<file path="src/rtl/kernel_stream_source_pkg.sv">
// Shared types and constants for the kernel stream producer.
package kernel_stream_source_pkg;

  localparam int STREAMW_DEF    = 32;
  localparam int FIFO_DEPTH_MIN = 4;

  typedef enum logic [1:0] {
    ST_IDLE  = 2'd0,
    ST_RUN   = 2'd1,
    ST_DRAIN = 2'd2,
    ST_DONE  = 2'd3
  } state_e;

endpackage

</file>
<file path="src/rtl/kernel_stream_fifo.sv">
// Small synchronous FIFO; head word is visible combinationally while non-empty.
module kernel_stream_fifo
  import kernel_stream_source_pkg::*;
#(
  parameter int W     = STREAMW_DEF,
  parameter int DEPTH = FIFO_DEPTH_MIN
) (
  input  logic                     clk,
  input  logic                     rst,
  input  logic                     push,
  input  logic [W-1:0]             wdata,
  input  logic                     pop,
  output logic [W-1:0]             head,
  output logic                     full,
  output logic                     empty,
  output logic [$clog2(DEPTH):0]   count
);

  localparam int AW = $clog2(DEPTH);

  logic [W-1:0]  mem [DEPTH];
  logic [AW-1:0] wr_ptr, rd_ptr;
  logic [AW:0]   cnt;

  assign head  = mem[rd_ptr];
  assign count = cnt;
  assign full  = (cnt == (AW+1)'(DEPTH));
  assign empty = (cnt == '0);

  always_ff @(posedge clk) begin
    if (push) mem[wr_ptr] <= wdata;
  end

  always_ff @(posedge clk) begin
    if (!rst) begin
      wr_ptr <= '0;
      rd_ptr <= '0;
      cnt    <= '0;
    end else begin
      // The producer's credit check must make this unreachable.
      assert (!(push && full));
      if (push) wr_ptr <= wr_ptr + 1'b1;
      if (pop)  rd_ptr <= rd_ptr + 1'b1;
      case ({push, pop})
        2'b10:   cnt <= cnt + 1'b1;
        2'b01:   cnt <= cnt - 1'b1;
        default: cnt <= cnt;
      endcase
    end
  end

endmodule

</file>
<file path="src/rtl/kernel_stream_source.sv">
// Streams nwords buffer words (1-cycle read latency) onto a valid/ready port,
// with credit-limited read issue so the output FIFO can never overflow.
module kernel_stream_source
  import kernel_stream_source_pkg::*;
#(
  parameter int STREAMW    = STREAMW_DEF,
  parameter int ADDRW      = 10,
  parameter int CNTW       = 16,
  parameter int FIFO_DEPTH = FIFO_DEPTH_MIN
) (
  input  logic               clk,
  input  logic               rst,
  input  logic               start,
  input  logic [CNTW-1:0]    nwords,
  output logic               busy,
  output logic               done,
  output logic               mem_rden,
  output logic [ADDRW-1:0]   mem_raddr,
  input  logic [STREAMW-1:0] mem_rdata,
  output logic               ovalid,
  input  logic               oready,
  output logic [STREAMW-1:0] odata
);

  localparam int CW = $clog2(FIFO_DEPTH) + 1;

  state_e             state;
  logic [CNTW-1:0]    nwords_q, issued, sent;
  logic               rd_pend;
  logic [CW-1:0]      fifo_count;
  logic               fifo_full, fifo_empty;
  logic [STREAMW-1:0] fifo_head;
  logic               pop;
  logic [CW:0]        occ;
  logic               can_issue;

  kernel_stream_fifo #(.W(STREAMW), .DEPTH(FIFO_DEPTH)) u_fifo (
    .clk   (clk),
    .rst   (rst),
    .push  (rd_pend),
    .wdata (mem_rdata),
    .pop   (pop),
    .head  (fifo_head),
    .full  (fifo_full),
    .empty (fifo_empty),
    .count (fifo_count)
  );

  assign ovalid = !fifo_empty;
  assign odata  = fifo_empty ? '0 : fifo_head;
  assign pop    = ovalid && oready;

  // Pops are not credited: a slot is reserved until the word has left the FIFO.
  assign occ       = {1'b0, fifo_count} + {{CW{1'b0}}, mem_rden} + {{CW{1'b0}}, rd_pend};
  assign can_issue = (issued < nwords_q) && !fifo_full && (occ < (CW+1)'(FIFO_DEPTH));

  always_ff @(posedge clk) begin
    if (!rst) begin
      state     <= ST_IDLE;
      busy      <= 1'b0;
      done      <= 1'b0;
      mem_rden  <= 1'b0;
      mem_raddr <= '0;
      rd_pend   <= 1'b0;
      nwords_q  <= '0;
      issued    <= '0;
      sent      <= '0;
    end else begin
      rd_pend  <= mem_rden;
      mem_rden <= 1'b0;
      if (pop) sent <= sent + 1'b1;
      case (state)
        ST_IDLE: begin
          if (start) begin
            nwords_q <= nwords;
            issued   <= '0;
            sent     <= '0;
            busy     <= 1'b1;
            if (nwords != '0) begin
              state     <= ST_RUN;
              mem_rden  <= 1'b1;
              mem_raddr <= '0;
              issued    <= CNTW'(1);
            end else begin
              state <= ST_DONE;
            end
          end
        end
        ST_RUN: begin
          if (issued == nwords_q) begin
            state <= ST_DRAIN;
          end else if (can_issue) begin
            mem_rden  <= 1'b1;
            mem_raddr <= issued[ADDRW-1:0];
            issued    <= issued + 1'b1;
          end
        end
        ST_DRAIN: begin
          if (pop && (sent + 1'b1 == nwords_q)) begin
            state <= ST_DONE;
            done  <= 1'b1;
          end
        end
        ST_DONE: begin
          // An empty request arrives here with done low and spends one extra cycle.
          if (done) begin
            done  <= 1'b0;
            busy  <= 1'b0;
            state <= ST_IDLE;
          end else begin
            done <= 1'b1;
          end
        end
        default: state <= ST_IDLE;
      endcase
    end
  end

endmodule

</file>
<file path="config.mk">
export PLATFORM = sky130hd
export DESIGN_NAME = kernel_stream_source
export DESIGN_NICKNAME = d
export VERILOG_FILES = /design/src/rtl/kernel_stream_source_pkg.sv /design/src/rtl/kernel_stream_fifo.sv /design/src/rtl/kernel_stream_source.sv
export SDC_FILE = /design/constraint.sdc
export NUM_CORES = 1
export LEC_CHECK = 0
export ABC_AREA = 0
export BUFFER_PORTS_ARGS = -buffer_cell sky130_fd_sc_hd__buf_2
export CAP_MARGIN = 20
export CORE_ASPECT_RATIO = 0.7
export CORE_MARGIN = 2
export CORE_UTILIZATION = 50
export CTS_CLUSTER_SIZE = 40
export DETAILED_ROUTE_END_ITERATION = 16
export PLACE_DENSITY = 0.81
export RECOVER_POWER = 100
export SKIP_LAST_GASP = 1
export SLEW_MARGIN = 5
export SYNTH_ARGS = -nofsm -noshare
export SYNTH_HDL_FRONTEND = slang
export SYNTH_SLANG_ARGS = --single-unit
export TNS_END_PERCENT = 10
</file>
<file path="constraint.sdc">
create_clock -name clk -period 4.5 [get_ports clk]
set_clock_uncertainty 0.15 [all_clocks]
set_input_delay 0.675 -clock clk [delete_from_list [all_inputs] [get_ports clk]]
set_output_delay 0.675 -clock clk [all_outputs]
set_load 0.005 [all_outputs]
</file>
Word-level counts from Yosys, hierarchy flattened
Memory sizes are Yosys's and may differ from the RTL's. A register that Yosys moved wholly into a read port is not among the register bits.
Cells that the tools add are included.
{"block": "totals", "wordCells": 93, "in_bits": 52, "regBits": 71, "ramBits": 128, "n_memories": 1}
{"block": "op_classes", "n_reduce_logical": 19, "mux": 36, "add_sub_neg": 8, "n_lt_le_gt_ge": 2, "eq_ne": 15}
{"name": "u_fifo.mem", "words": 4, "width": 32, "rd": 1, "rd_clocked_by_memory_dff": 1, "wr": 1, "line_no": "kernel_stream_fifo.sv:21", "text": "logic [W-1:0] mem [DEPTH];"}
{"cell": "16-bit 2-to-1 mux", "count": 6}
{"cell": "10-bit 2-to-1 mux", "count": 4}
{"cell": "16-bit by 1-bit adder with 16-bit output (second input constant)", "count": 2}
{"cell": "16-bit equality test", "count": 2}
{"cell": "32-bit 2-to-1 mux", "count": 1}
{"cell": "16-bit case mux with 2 select lines", "count": 1}
{"cell": "10-bit case mux with 2 select lines", "count": 1}
{"cell": "16-bit less-than comparator", "count": 1}
{"cell": "16-bit nonzero test", "count": 1}
{"cell": "2-bit 2-to-1 mux", "count": 7}
{"cell": "2-bit != test (second input constant)", "count": 7}
{"cell": "1-bit 2-to-1 mux", "count": 11}
{"cell": "2-bit case mux with 4 select lines", "count": 1}
{"cell": "4-bit AND reduction", "count": 2}
{"cell": "2-bit nonzero test", "count": 4}
{"cell": "2-bit equality test (second input constant)", "count": 3}
{"cell": "1-bit case mux with 2 select lines", "count": 3}
{"cell": "3-bit case mux with 2 select lines", "count": 1}
{"cell": "5-bit AND reduction", "count": 1}
{"cell": "2-bit by 1-bit adder with 2-bit output (second input constant)", "count": 2}
{"cell": "3-bit by 1-bit adder with 4-bit output", "count": 1}
{"cell": "4-bit by 1-bit adder with 4-bit output", "count": 1}
{"cell": "2-bit by 1-bit equality test with 1-bit output (second input constant)", "count": 2}
{"cell": "1-bit logical AND", "count": 4}
{"cell": "9 further kinds", "count": 11}

Longest topological paths before layout
{"block": "logic_depth", "word_depth": 7, "depth_mapped": 11, "mapped_depth_nobuf": 9}

Modules after synthesis
Synthesis repeated with hierarchy kept, for this count alone.
{"block": "unflattened", "hier_cells": 741, "area_unflattened_um2": 9218.8}
{"mod": "kernel_stream_fifo", "n_inst": 1, "cells_each": 213, "seq_area_each_um2": 4023.9, "area_per_inst_um2": 5108.6}
{"mod": "kernel_stream_source", "n_inst": 1, "cells_each": 528, "seq_area_each_um2": 1281.2, "area_per_inst_um2": 4110.2}

Worst setup path after synthesis
OpenSTA, ideal clock, no wires.
{"block": "synth_path", "path_type": "flip-flop to flip-flop", "startpoint": "reg nwords_q[13]", "endpoint": "reg issued[13]", "arrival_ns": 2.460, "path_slack_ns": 1.820, "stages_incl_launch_ff": 11, "t_required_ns": 4.280, "synth_period_minus_slack_ns": 2.680, "setup_ns": 0.070, "cell_sequence": "dfxtp_1 > inv_1 > ha_1 > a21o_1 > a21o_1 > a211oi_1 > o21ai_1 > o32a_1 > clkbuf_1 > or4_1 > a21oi_1"}
{"block": "synth_via", "elab_chain_len": 5}
{"element": "from (decl)", "line_no": "kernel_stream_source.sv:28", "text": "logic [CNTW-1:0] nwords_q, issued, sent;"}
{"element": "from (signal assigned)", "line_no": "kernel_stream_source.sv:75", "text": "nwords_q <= nwords;"}
{"element": "16-bit less-than comparator", "line_no": "kernel_stream_source.sv:55", "text": "assign can_issue = (issued < nwords_q) && !fifo_full && (occ < (CW+1)'(FIFO_DEPTH));"}
{"element": "1-bit logical AND (2 in a row)", "line_no": "kernel_stream_source.sv:55"}
{"element": "2-bit != test (no line)"}
{"element": "4-bit AND reduction (no line) (*)"}
{"element": "to (signal assigned)", "line_no": "kernel_stream_source.sv:95", "text": "issued <= issued + 1'b1;"}
{"element": "to (decl)", "line_no": "kernel_stream_source.sv:28"}
Every way passes the cells marked *; elsewhere a longest branch is shown, timed or not.
A chain may end at the register's enable or synchronous reset.

==> qor.csv <==
stage,metric,value,unit
run_status,outcome,finished with violations,
run_status,failing checks,"max-capacitance violations, max-slew violations",
setup_path,worst-path maximum fanout,18,
final_layout,Final #Nets,889,
place,DP HPWL,12400,µm
floorplanning,# IOs,98,
timing,Final Cycle Share,0.816,
timing,crit path time final,3670,ps
timing,RSZ-0062 raised after global routing,false,
yosys,post-synthesis sequential area ratio,0.588,
setup_path,critical path's slowest cell,dfxtp_2,
route,WL final,18800,µm
route,"antenna viol nets, final",0,
timing,max-slew violation count,99,
final_layout,filler-free cell count of the finished design,1058,
floorplanning,core area,17900,µm²
clocking,TritonCTS clock tree,yes,
clocking,post-CTS setup buffers,0,
clocking,CTS buffer count,20,
clocking,H-tree Lvls,1,
setup_path,crit start category,flip-flop,
yosys,ys async rst share,0,
pwr,leakage power,3.60,nW
route,vias,5978,
grt,vias in the first global route,5671,
final_layout,area delta synth->final,14.4,%
clocking,hold_buf cts,0,
yosys,Yosys reg bits,201,
place,placed cell count,1022,
place,PortBufs,97,
floorplanning,Starting Density,0.506,
setup_path,crit path kind,reg -> out,
timing,Final setup viols,0,
pwr,VDD IR max,0.272,mV
yosys,Synth Area per Inst,12.7,µm²
route,Via density,5.65,
yosys,syn nets,793,
setup_path,"Arr. time, crit path",2850,ps
timing,Fin. Hold Viols,0,
clocking,clk buf depth,3,
final_layout,fin area,10300,µm²
timing,sum of negative setup slack,0,ps
clocking,CTS resizes,0,
timing,WHS,289,ps
clocking,clk_lat worst skew,490,ps
setup_path,crit path capture type,primary output,
timing,worst-margin pin slew,2000,ps
pwr,pwr/cell area,495,nW/µm²
final_layout,layout cell share with drive strength beyond 1,0.153,
yosys,Cells after Synth,712,
yosys,Yosys cell types,61,
run,max_cap viols,3,
yosys,ys flop type,edfxtp_1,
route,Post-route DRC,0,
timing,Fmax,272,MHz
yosys,Yosys warning count,0,
yosys,Post-synth EDFFs,128,
final_layout,diode count,0,
place,final RePlAce weighted congestion,0.879,
grt,Overflow after GRT,0,
clocking,root buffer selected by CTS,clkbuf_16,
route,WL per Instance,17.8,µm
floorplanning,die area,19200,µm²
grt,initial antenna violation count,1,
yosys,Area contributors post-synth,"edfxtp_1, dfxtp_1, mux4_2",
timing,Max transition margin,-0.333,
floorplanning,Die Height,116,µm
floorplanning,Placement Rows,41,
yosys,top-count cell post-synth,edfxtp_1,
place,Placed Instance Area,9720,µm²
grt,first-pass GRT wire length,30000,µm
route,drt pass-1 iters,5,
setup_path,Critical Path Max Stage Delay,760,ps
final_layout,Filler cells,1423,
yosys,Synth top cells by count,"edfxtp_1, dfxtp_1, nand2_1, a21oi_1, and2_1",
yosys,Synth area leader,edfxtp_1,
clocking,"Clk pin slew, worst setup/hold paths",60,ps
route,DR iter-0 viols,466,
setup_path,crit path cell chain,"clkbuf_1, mux4_2, and2_0, buf_2",
setup_path,critical path required time,3670,ps
yosys,post-synth top area share,0.426,
floorplanning,Die Width,165,µm
hold_path,HP Class,in -> reg,
grt,All-Layer GR Usage,0.202,
clocking,clk sinks,201,
yosys,Mapped Area,9030,µm²
grt,largest net degree at the start of global routing,34,
## routing by layer
| metal | track usage | wire length (µm) |
|---|---|---|
| met1 | 0.287 | 8660 |
| met5 | 0 | 12 |
| met3 | 0.0430 | 1300 |
| met2 | 0.319 | 8420 |
| met4 | 0.0580 | 392 |
## critical path, delay by kind of cell (launching register included)
kind	cells	cell delay [ps]
buffers and inverters	2	830
DFF	1	760
muxes	1	590
and+or+nand+nor	1	170
## cells by family (layout without fill, tap and decap cells)
family | Yosys count | after routing | synth area share
and+or+nand+nor | 238 | 238 | 0.143
DFF | 201 | 201 | 0.588
AOI/OAI and AO/OA | 97 | 97 | 0.0656
buffers and inverters | 65 | 175 | 0.0317
muxes | 46 | 46 | 0.0955
xor gates and xnor gates | 36 | 36 | 0.0358
adders and majority gates | 29 | 29 | 0.0410
## state kept, by name (all words and copies together) (netlist names), named ones only
register,count
mem_rden,1
issued,16
u_fifo.mem,128
busy,1
sent,16
u_fifo.wr_ptr,2
done,1
u_fifo.count,3
u_fifo.rd_ptr,2
rd_pend,1
nwords_q,16
mem_raddr,10
state,2
## power by group
group / switching (W) / internal (W) / total (W)
Sequential: 0.000120 / 0.00208 / 0.00220
Combinational: 0.000664 / 0.000518 / 0.00118
Clock: 0.000674 / 0.00106 / 0.00173
Total: 0.00146 / 0.00366 / 0.00512
## through the flow
step / power [W] / worst slack, ps / utilization
after floorplan: 0.00305 / 1820 / -
after global placement: 0.00341 / 1620 / 0.545
after detailed placement: 0.00345 / 1500 / 0.545
after CTS: 0.00519 / 1170 / 0.585
after global routing: 0.00538 / 537 / 0.578
final: 0.00512 / 827 / 0.578
## placed cells by master (no fill, tap or decap), drive strengths merged, types with 28 or more instances in the layout
| cell type | n |
|---|---|
| nor2 | 29 |
| edfxtp | 128 |
| dfxtp | 73 |
| ha | 28 |
| and2 | 42 |
| nand3 | 28 |
| clkbuf | 94 |
| a21oi | 46 |
| mux4 | 32 |
| inv | 30 |
| nand2 | 72 |
| buf | 48 |
## final cells by class
cell class	instances	area (µm²)	area share
multi-input combinational	446	3420	0.332
inverter	30	113	0.0109
clock buffer	33	694	0.0673
timing repair buffer	109	474	0.0459
clock inverter	3	18.8	0.00182
tap	236	295	0.0286
sequential	201	5310	0.514
## final timing paths
check                from  slack, ps           end  cells past startpoint
min             nwords[4]        290   nwords_q[4]                      3
min reg2reg  mem_raddr[8]        310  mem_raddr[8]                      2
max             flip-flop        830     odata[26]                      4
max reg2reg      state[1]       1030     issued[6]                      9
Power figures use the tool's default switching activity.
